## src/rtl/cpu_pkg.sv

```systemverilog
// ---------------------------------------------------------------------------
// cpu_pkg
// Shared definitions for the MIPS core front end.
//   NOP_INSTR        : instruction word used as a pipeline bubble
//   OPCODE_W         : width of the opcode field instr[31:26] seen by decode
//   DEFAULT_RESET_PC : PC loaded on reset unless the fetch stage overrides it
//   fetch_state_e    : fetch FSM states (BOOT/RUN/HALT); encoding 3 unused
// ---------------------------------------------------------------------------
package cpu_pkg;

  localparam logic [31:0] NOP_INSTR        = 32'h0000_0000;
  localparam int unsigned OPCODE_W         = 6;
  localparam logic [31:0] DEFAULT_RESET_PC = 32'h0000_0000;

  typedef enum logic [1:0] {
    BOOT = 2'd0,
    RUN  = 2'd1,
    HALT = 2'd2
  } fetch_state_e;

endpackage

```

## src/rtl/if_id_reg.sv

```systemverilog
// ---------------------------------------------------------------------------
// if_id_reg
// IF/ID pipeline register. Bubble has priority over load; with neither
// asserted every field holds (stall).
// Ports:
//   clk_i, rst_i        : clock, synchronous active-high reset
//   load_i              : capture instr/pc/pc+4 and mark valid
//   bubble_i            : insert NOP, clear valid, keep pc/pc+4
//   instr_d_i, pc_d_i, pc_plus4_d_i : values captured on load
//   instr_o, pc_o, pc_plus4_o, valid_o : registered IF/ID contents
// ---------------------------------------------------------------------------
module if_id_reg
  import cpu_pkg::*;
#(
  parameter int unsigned W = 32
) (
  input  logic         clk_i,
  input  logic         rst_i,
  input  logic         load_i,
  input  logic         bubble_i,
  input  logic [W-1:0] instr_d_i,
  input  logic [W-1:0] pc_d_i,
  input  logic [W-1:0] pc_plus4_d_i,
  output logic [W-1:0] instr_o,
  output logic [W-1:0] pc_o,
  output logic [W-1:0] pc_plus4_o,
  output logic         valid_o
);

  // A bubble only replaces the instruction and valid bit; pc/pc+4 keep
  // their last value so debug and link logic see a stable PC.
  always_ff @(posedge clk_i) begin
    if (rst_i) begin
      instr_o    <= W'(NOP_INSTR);
      pc_o       <= '0;
      pc_plus4_o <= '0;
      valid_o    <= 1'b0;
    end else if (bubble_i) begin
      instr_o <= W'(NOP_INSTR);
      valid_o <= 1'b0;
    end else if (load_i) begin
      instr_o    <= instr_d_i;
      pc_o       <= pc_d_i;
      pc_plus4_o <= pc_plus4_d_i;
      valid_o    <= 1'b1;
    end
  end

endmodule

```

## src/rtl/instr_fetch.sv

```systemverilog
// ---------------------------------------------------------------------------
// instr_fetch
// Fetch stage of the MIPS core: owns the PC and fetch FSM, drives the
// asynchronous instruction memory and feeds the IF/ID register.
// Parameters: PC_W (PC/instruction width), RESET_PC (word aligned).
// Ports:
//   clk_i, rst_i            : clock, synchronous active-high reset
//   stall_i                 : hold PC and IF/ID
//   redirect_i, redirect_pc_i : taken branch/jump; load PC, flush IF/ID
//   halt_i                  : stop fetching until reset
//   imem_addr_o, imem_data_i: instruction memory address / read data
//   instr_o, pc_o, pc_plus4_o, valid_o : IF/ID contents
//   misalign_o              : sticky, a redirect target was not word aligned
//   state_o                 : fetch FSM state for debug
// Optional: define INSTR_FETCH_PERF_EN to add stall_cnt_o / flush_cnt_o,
// saturating counters of stall and flush cycles seen in RUN.
// ---------------------------------------------------------------------------
module instr_fetch
  import cpu_pkg::*;
#(
  parameter int unsigned      PC_W     = 32,
  parameter logic [PC_W-1:0]  RESET_PC = PC_W'(DEFAULT_RESET_PC)
) (
  input  logic            clk_i,
  input  logic            rst_i,
  input  logic            stall_i,
  input  logic            redirect_i,
  input  logic [PC_W-1:0] redirect_pc_i,
  input  logic            halt_i,
  output logic [PC_W-1:0] imem_addr_o,
  input  logic [PC_W-1:0] imem_data_i,
  output logic [PC_W-1:0] instr_o,
  output logic [PC_W-1:0] pc_o,
  output logic [PC_W-1:0] pc_plus4_o,
  output logic            valid_o,
  output logic            misalign_o,
`ifdef INSTR_FETCH_PERF_EN
  output logic [31:0]     stall_cnt_o,
  output logic [31:0]     flush_cnt_o,
`endif
  output logic [1:0]      state_o
);

  localparam logic [PC_W-1:0] PC_STEP = PC_W'(4);

  fetch_state_e    state_q, state_d;
  logic [PC_W-1:0] pc_q, pc_d;
  logic [PC_W-1:0] pc_plus4;
  logic            misalign_q, misalign_d;
  logic            load_ifid, bubble_ifid;

  // Wraps modulo 2^PC_W by construction.
  assign pc_plus4    = pc_q + PC_STEP;
  assign imem_addr_o = pc_q;
  assign misalign_o  = misalign_q;
  assign state_o     = state_q;

  always_ff @(posedge clk_i) begin
    if (rst_i) begin
      state_q    <= BOOT;
      pc_q       <= RESET_PC;
      misalign_q <= 1'b0;
    end else begin
      state_q    <= state_d;
      pc_q       <= pc_d;
      misalign_q <= misalign_d;
    end
  end

  // Next-state and IF/ID control. In RUN the priority is
  // halt > redirect > stall > sequential fetch. The unused encoding falls
  // into the default arm and behaves like BOOT.
  always_comb begin
    state_d     = state_q;
    pc_d        = pc_q;
    misalign_d  = misalign_q;
    load_ifid   = 1'b0;
    bubble_ifid = 1'b0;
    case (state_q)
      RUN: begin
        if (halt_i) begin
          state_d     = HALT;
          bubble_ifid = 1'b1;
        end else if (redirect_i) begin
          pc_d        = {redirect_pc_i[PC_W-1:2], 2'b00};
          bubble_ifid = 1'b1;
          if (redirect_pc_i[1:0] != 2'b00) begin
            misalign_d = 1'b1;
          end
        end else if (!stall_i) begin
          pc_d      = pc_plus4;
          load_ifid = 1'b1;
        end
      end
      HALT: begin
        bubble_ifid = 1'b1;
      end
      default: begin
        state_d     = RUN;
        bubble_ifid = 1'b1;
      end
    endcase
  end

  if_id_reg #(
    .W (PC_W)
  ) u_if_id_reg (
    .clk_i        (clk_i),
    .rst_i        (rst_i),
    .load_i       (load_ifid),
    .bubble_i     (bubble_ifid),
    .instr_d_i    (imem_data_i),
    .pc_d_i       (pc_q),
    .pc_plus4_d_i (pc_plus4),
    .instr_o      (instr_o),
    .pc_o         (pc_o),
    .pc_plus4_o   (pc_plus4_o),
    .valid_o      (valid_o)
  );

`ifdef INSTR_FETCH_PERF_EN
  logic [31:0] stall_cnt_q, flush_cnt_q;
  logic        stall_evt, flush_evt;

  assign stall_evt = (state_q == RUN) && stall_i && !redirect_i && !halt_i;
  assign flush_evt = (state_q == RUN) && redirect_i && !halt_i;

  // Counters stick at all-ones rather than wrapping.
  always_ff @(posedge clk_i) begin
    if (rst_i) begin
      stall_cnt_q <= '0;
      flush_cnt_q <= '0;
    end else begin
      if (stall_evt && (stall_cnt_q != 32'hFFFF_FFFF)) begin
        stall_cnt_q <= stall_cnt_q + 32'd1;
      end
      if (flush_evt && (flush_cnt_q != 32'hFFFF_FFFF)) begin
        flush_cnt_q <= flush_cnt_q + 32'd1;
      end
    end
  end

  assign stall_cnt_o = stall_cnt_q;
  assign flush_cnt_o = flush_cnt_q;
`endif

endmodule
```

## config.mk

```make
export PLATFORM = sky130hd
export DESIGN_NAME = instr_fetch
export DESIGN_NICKNAME = d
export VERILOG_FILES = /design/src/rtl/cpu_pkg.sv /design/src/rtl/if_id_reg.sv /design/src/rtl/instr_fetch.sv
export SDC_FILE = /design/constraint.sdc
export NUM_CORES = 1
export LEC_CHECK = 0
export ABC_AREA = 0
export CAP_MARGIN = 20
export CORE_ASPECT_RATIO = 0.9
export CORE_MARGIN = 5
export CORE_UTILIZATION = 46
export DETAILED_ROUTE_END_ITERATION = 10
export GPL_TIMING_DRIVEN = 0
export HOLD_SLACK_MARGIN = 0.02
export PLACE_DENSITY = 0.77
export SYNTH_ARGS = -nofsm -noshare
export SYNTH_HDL_FRONTEND = slang
export SYNTH_SLANG_ARGS = --single-unit
```

## constraint.sdc

```tcl
create_clock -name clk_i -period 2.63 [get_ports clk_i]
set_input_delay 0.789 -clock clk_i [delete_from_list [all_inputs] [get_ports clk_i]]
set_output_delay 0.789 -clock clk_i [all_outputs]
set_load 0.01 [all_outputs]
```

==> results of run 1 <==
-- registers in the layout, indices dropped and copies added (netlist names) --
signal                  count
state_o                     2
imem_addr_o                30
u_if_id_reg.instr_o        32
misalign_o                  1
u_if_id_reg.pc_o           30
u_if_id_reg.valid_o         1
u_if_id_reg.pc_plus4_o     30
-- through the flow --
step | setup TNS [ps] | hold slack [ps]
global placement | -104110 | 437
finish | 0 | 453
CTS | 0 | 454
floorplan | 0 | 470
detailed placement | -106300 | 449
global route | 0 | 489
-- worst paths after layout --
kind / slack [ps] / cells after the start / end
max: 110 / 7 / imem_addr_o[21]$_SDFFE_PP0P_
min: 450 / 2 / u_if_id_reg.pc_o[13]$_SDFFE_PP0P_
max reg2reg: 110 / 7 / imem_addr_o[21]$_SDFFE_PP0P_
min reg2reg: 450 / 2 / u_if_id_reg.pc_o[13]$_SDFFE_PP0P_
-- worst min-delay path, cell delays in order, from the launching register on --
cell	delay (ps)
dfxtp_1	300
nand2_1	50
a21oi_1	50
-- cell usage after synthesis (6+ instances only) --
cell type  count  area (µm²)
dfxtp_1      126        2520
nand2_1       95         357
a21oi_1       54         270
clkbuf_1      53         199
nor2_1        45         169
o221a_2       32         360
o21ai_0       30         150
o211ai_1      19         143
a211oi_1      17         128
nand3_1       17        85.1
a31oi_1       16         100
or4_1         15         113
buf_2         13        65.1
nand4_1       13        81.3
and3_1        11        68.8
and4_1        11        96.3
nor4_1        10        62.6
a311oi_1       9        78.8
nor3_1         8        40.0
or3_1          8        50.1
and2_1         7        43.8
xnor2_1        7        61.3
buf_4          6        45.0
-- metal layers --
| layer | part of all wire | vias to the layer above | GRT usage |
|---|---|---|---|
| met2 | 0.46 | 393 | 0.495 |
| met3 | 0.11 | 52 | 0.0869 |
| met4 | 0.023 | 0 | 0.101 |
| met1 | 0.41 | 3124 | 0.386 |
| li1 | - | 2985 | - |
| met5 | 0 | - | 0 |
-- kinds of logic (layout without fill, tap and decap cells) --
family | after synthesis | after routing
other cells | 1 | 6
buf+inv | 81 | 306
mux | 3 | 3
flops | 126 | 126
xor+xnor | 12 | 12
fa+ha+maj | 1 | 1
simple gates | 255 | 255
compound gates | 204 | 204
-- report_power, final --
group          leakage [nW]  switching [mW]  internal [mW]
Combinational          1.73           0.281          0.257
Clock                 0.269           0.823           1.40
Sequential             1.02          0.0451           1.95
-- timing repair --
item / 4_1_cts / 5_1_grt
setup endpoints to repair: 119 / 56
pin swaps: 0 / 1
resized for setup: 24 / 16
buffers inserted: 0 / 2
-- layout make-up --
type / count / share of cell area
Sequential cell: 126 / 0.294
Buffer: 75 / 0.0419
Clock inverter: 8 / 0.0108
Multi-Input combinational cell: 481 / 0.347
Inverter: 4 / 0.00175
Timing Repair Buffer: 197 / 0.229
Clock buffer: 22 / 0.0529
Tap cell: 160 / 0.0233
==> results.json, run 1 <==
{
  "postRouteAntennaNets": 0,
  "core.rowCount": 38,
  "p_per_area_mw_per_mm2": 555,
  "ios": 201,
  "multi_input_area_mm2": 0.00297,
  "final_area_mm2": 0.00858,
  "synth-edff-count": 0,
  "diodes": 0,
  "critPathSlowestCell": "or4_1",
  "clock-sinks": 126,
  "post_drt_wl_per_cell_um": 21.2,
  "status": "complete, no violations",
  "yosys_warnings": 0,
  "synth_cells": 683,
  "final.setup.worst_slack_ps": 113,
  "numCtsBuffers": 17,
  "worst_pin_slew_ps": 799,
  "dp_hpwl_mm": 16.9,
  "grt_pass1_wl_mm": 34.9,
  "drv_cap": 0,
  "synth_fa_ha_area_frac": 0.00216,
  "final_hold_viol_count": 0,
  "grt_pass1_vias": 6323,
  "synth_top_family_by_area": "compound AO/OA/AOI/OAI gates",
  "cp-startpoint": "imem_addr_o[17]$_SDFFE_PP0P_",
  "cp_num_buf_inv": 3,
  "ys_seq_area_frac": 0.436,
  "drive_above_1_share": 0.123,
  "rsz0062_at_grt": "false",
  "cp_max_fo": 10,
  "finalSetupViolCount": 0,
  "cts_root_buffer": "clkbuf_16",
  "core_area_mm2": 0.0122,
  "synth_mux_area_frac": 0.00541,
  "synth_compound_area_frac": 0.253,
  "hold_path_class": "flip-flop to flip-flop",
  "vdd_drop_max_v": 0.000419,
  "grt_overflow": 0,
  "grt_max_degree": 17,
  "synth-xor-area-share": 0.0182,
  "async_reset_ff_frac": 0,
  "cts_buffer_depth": 2,
  "cpPeakStageDelay_ps": 500,
  "drt_iter0_drc": 686,
  "layout.nets": 972,
  "p_total_mw": 4.76,
  "first_pass_iters": 6,
  "gpl.final_weighted_congestion": 0.938,
  "path_cells": "clkbuf_1 -> nand2_1 -> or4_1 -> buf_2 -> clkbuf_1 -> o41ai_1 -> a31oi_1",
  "hp-start": "u_if_id_reg.pc_o[13]$_SDFFE_PP0P_",
  "synthSimpleGateAreaFrac": 0.225,
  "fillers": 1003,
  "die_h_um": 116,
  "antenna_found_initial": 0,
  "cpMostUsedCell": "clkbuf_1",
  "p_leak_nw": 3.02,
  "path_clk_slew_ps": 50,
  "drcViolationCount": 0,
  "final_common_cell": "clkdlybuf4s50_1",
  "hold_buffers": 0,
  "reg2reg_from": "imem_addr_o[17]$_SDFFE_PP0P_",
  "fin_crit_sh": 0.957,
  "clkLatencyLatePin_ps": 420,
  "dp_cells": 1043,
  "track_usage": 0.302,
  "area_delta_synth_final_pct": 48.4,
  "regArea_mm2": 0.00252,
  "synth.distinct_cells": 53,
  "stdcell_count": 1073,
  "synthFlopType": "dfxtp_1",
  "clock.fmax_ghz": 0.397,
  "die_w_um": 128,
  "routed_wl_mm": 22.7,
  "post-route-util": 0.705,
  "required_ps": 2910,
  "worst-setup-path-type": "flip-flop to flip-flop",
  "fin_crit_ps": 2520,
  "placed_area_mm2": 0.00795,
  "cts_tree": "built",
  "die_area_mm2": 0.0149,
  "cp.arrival_ps": 2800,
  "pre_cts_slack_ps": -1230,
  "maxSlewHeadroom": 0.467,
  "via_count": 6554,
  "avgSynthCellArea_um2": 8.47,
  "cpLargestDelayFamily": "buffers and inverters",
  "vias_per_cell": 6.11,
  "crit_path_start_kind": "flip-flop",
  "finalMaxSlewViolations": 0,
  "htreeDepth": 4,
  "fin_skew_ps": 6.04,
  "yosys_register_bits": 126,
  "final_cell_mix": "clkdlybuf4s50_1 (194), dfxtp_1 (126), nand2_1 (94), a21oi_1 (54), nor2_1 (43)",
  "start_util": 0.475,
  "portBuffers": 194,
  "syn_area_mm2": 0.00578,
  "cp-end-kind": "flip-flop"
}
Power figures use the tool's default switching activity.
==> run 2, diff against run 1 <==
ABC_AREA = not set   (was 0)
CORE_UTILIZATION = 41   (was 46)
PLACE_DENSITY = 0.73   (was 0.77)
clock period = 2.05 ns   (was 2.63 ns; I/O delays follow)
==> run 2 against run 1 <==
  * Flip-flop and latch count unchanged
  * Total power increased by 35%
  * Final cell count increased by 5.1%
  * First-iteration DRC count decreased by 1.6%
  * Largest cell class unchanged
  * Combinational power increased by 38%
==> results.json, run 2 (same netlist as run 1, synthesis figures left out) <==
{
  "start_util": 0.416,
  "cts_buffer_depth": 2,
  "via_count": 6520,
  "status": "complete, no violations",
  "core.rowCount": 41,
  "portBuffers": 194,
  "drcViolationCount": 0,
  "multi_input_area_mm2": 0.00310,
  "final_area_mm2": 0.00918,
  "post_drt_wl_per_cell_um": 19.6,
  "rsz0062_at_grt": "true",
  "p_leak_nw": 3.43,
  "reg2reg_from": "imem_addr_o[18]$_SDFFE_PP0P_",
  "worst_pin_slew_ps": 687,
  "dp_hpwl_mm": 15.7,
  "reg2reg_to": "u_if_id_reg.pc_plus4_o[25]$_SDFFE_PP0P_",
  "die_h_um": 123,
  "cp-end-kind": "flip-flop",
  "crit_path_start_kind": "flip-flop",
  "grt_pass1_vias": 6082,
  "fillers": 1174,
  "drive_above_1_share": 0.219,
  "holdWs_ps": 447,
  "hold-path-endpoint": "misalign_o$_SDFFE_PP0P_",
  "cts_root_buffer": "clkbuf_16",
  "die_w_um": 135,
  "vias_per_cell": 5.78,
  "drt_iter0_drc": 675,
  "final_common_cell": "clkdlybuf4s50_1",
  "grt_overflow": 0,
  "routed_wl_mm": 22.1,
  "min_path_cells": 2,
  "antenna_found_initial": 0,
  "die_area_mm2": 0.0166,
  "r2r_cells": 6,
  "hold_buffers": 0,
  "grt_pass1_wl_mm": 33.2,
  "core_area_mm2": 0.0139,
  "fin_crit_sh": 0.984,
  "vdd_drop_max_v": 0.000616,
  "final_cell_mix": "clkdlybuf4s50_1 (184), dfxtp_1 (105), nand2_1 (91), a21oi_1 (54), nor2_1 (41)",
  "finalMaxSlewViolations": 0,
  "required_ps": 2380,
  "top_register": "u_if_id_reg.instr_o",
  "clock.fmax_ghz": 0.496,
  "clock-sinks": 126,
  "regArea_mm2": 0.00257,
  "cts_tree": "built",
  "htreeDepth": 4,
  "pre_cts_slack_ps": -1360,
  "track_usage": 0.257,
  "first_pass_iters": 5,
  "hp-start": "misalign_o$_SDFFE_PP0P_",
  "placed_area_mm2": 0.00803,
  "hold_path_class": "flip-flop to flip-flop",
  "final_hold_viol_count": 0,
  "diodes": 0,
  "fin_crit_ps": 2020,
  "final.setup.worst_slack_ps": 33.7,
  "area_delta_synth_final_pct": 58.8,
  "grt_max_degree": 17,
  "maxSlewHeadroom": 0.542,
  "path_clk_slew_ps": 60,
  "p_per_area_mw_per_mm2": 697,
  "cp.arrival_ps": 2340,
  "numCtsBuffers": 17,
  "clkLatencyLatePin_ps": 420,
  "largest_reg_flops": 32,
  "worst-setup-path-type": "flip-flop to flip-flop",
  "postRouteAntennaNets": 0,
  "layout.nets": 992,
  "rrSetupSlack_ps": 30,
  "cp_max_fo": 7,
  "gpl.final_weighted_congestion": 0.962,
  "cp-startpoint": "imem_addr_o[18]$_SDFFE_PP0P_",
  "drv_cap": 0,
  "finalSetupViolCount": 0,
  "ios": 201,
  "fin_skew_ps": 7.69
}
## run 2: cell count changes in the layout (fill, tap and decap cells not counted), moves of 4 or more
cell             previous run  this run
dfxtp_2                     0        11
clkdlybuf4s50_1           194       184
buf_8                       0         4
or4_4                       0         5
dlymetal6s2s_1              0         8
clkbuf_2                   14        24
dfxtp_4                     0        10
clkbuf_1                   40        12
buf_6                       0         9
or4_1                      15        10
buf_4                      11        33
dfxtp_1                   126       105
## run 2: through the flow
stage                     power (mW)  TNS [ps]   util  std cells
after floorplan                 2.91         0      -        688
after global placement          3.27   -115520  0.578       1075
after detailed placement        3.28   -115950  0.578       1075
after CTS                       6.40         0  0.640       1112
after global routing            6.60     -46.7  0.661       1128
final                           6.40         0  0.661       1128
## run 2: timing repair
item,in CTS,in global routing
setup buffers,7,16
pin swaps,8,10
resized for setup,88,72
setup endpoints to repair,137,114
cloned,0,1
## run 2: layout make-up
cell class | count | share of cell area
flip-flops and latches | 126 | 0.280
repair buffers | 218 | 0.235
well taps | 193 | 0.0263
clock buffers | 18 | 0.0478
clock inverters | 14 | 0.0183
inverters | 4 | 0.00163
multi-input cells | 481 | 0.337
plain buffers | 74 | 0.0540
## run 2: critical path: stages (launching register included)
cell	delay, ps
dfxtp_2	350
buf_8	120
nand2_2	50
or4_4	530
buf_6	150
or4b_1	480
a311oi_1	250
## run 2: power breakdown
group | switching, mW | internal, mW
Clock | 1.16 | 1.94
Combinational | 0.374 | 0.370
Sequential | 0.0574 | 2.50
Total | 1.59 | 4.81
## run 2: worst max path at each step
| stage | endpoint | slack (ps) | cells after the start |
|---|---|---|---|
| 3_5_place_dp | u_if_id_reg.pc_plus4_o[3]$_SDFFE_PP0P_ | -1360 | 8 |
| 3_3_place_gp | u_if_id_reg.pc_plus4_o[3]$_SDFFE_PP0P_ | -1350 | 8 |
| 5_1_grt | u_if_id_reg.pc_plus4_o[25]$_SDFFE_PP0P_ | -20 | 6 |
| 6_report | u_if_id_reg.pc_plus4_o[25]$_SDFFE_PP0P_ | 30 | 6 |
| 2_1_floorplan | u_if_id_reg.pc_plus4_o[16]$_SDFFE_PP0P_ | 5 | 7 |
| 4_1_cts | imem_addr_o[24] | 1 | 1 |
## run 2: per-layer routing
layer  wire length [µm]  track usage  vias up
met2              10000        0.410      360
met5                  0            0        -
li1                   -            -     3026
met4                498       0.0875        0
met3               2310       0.0766       51
met1               9270        0.333     3083
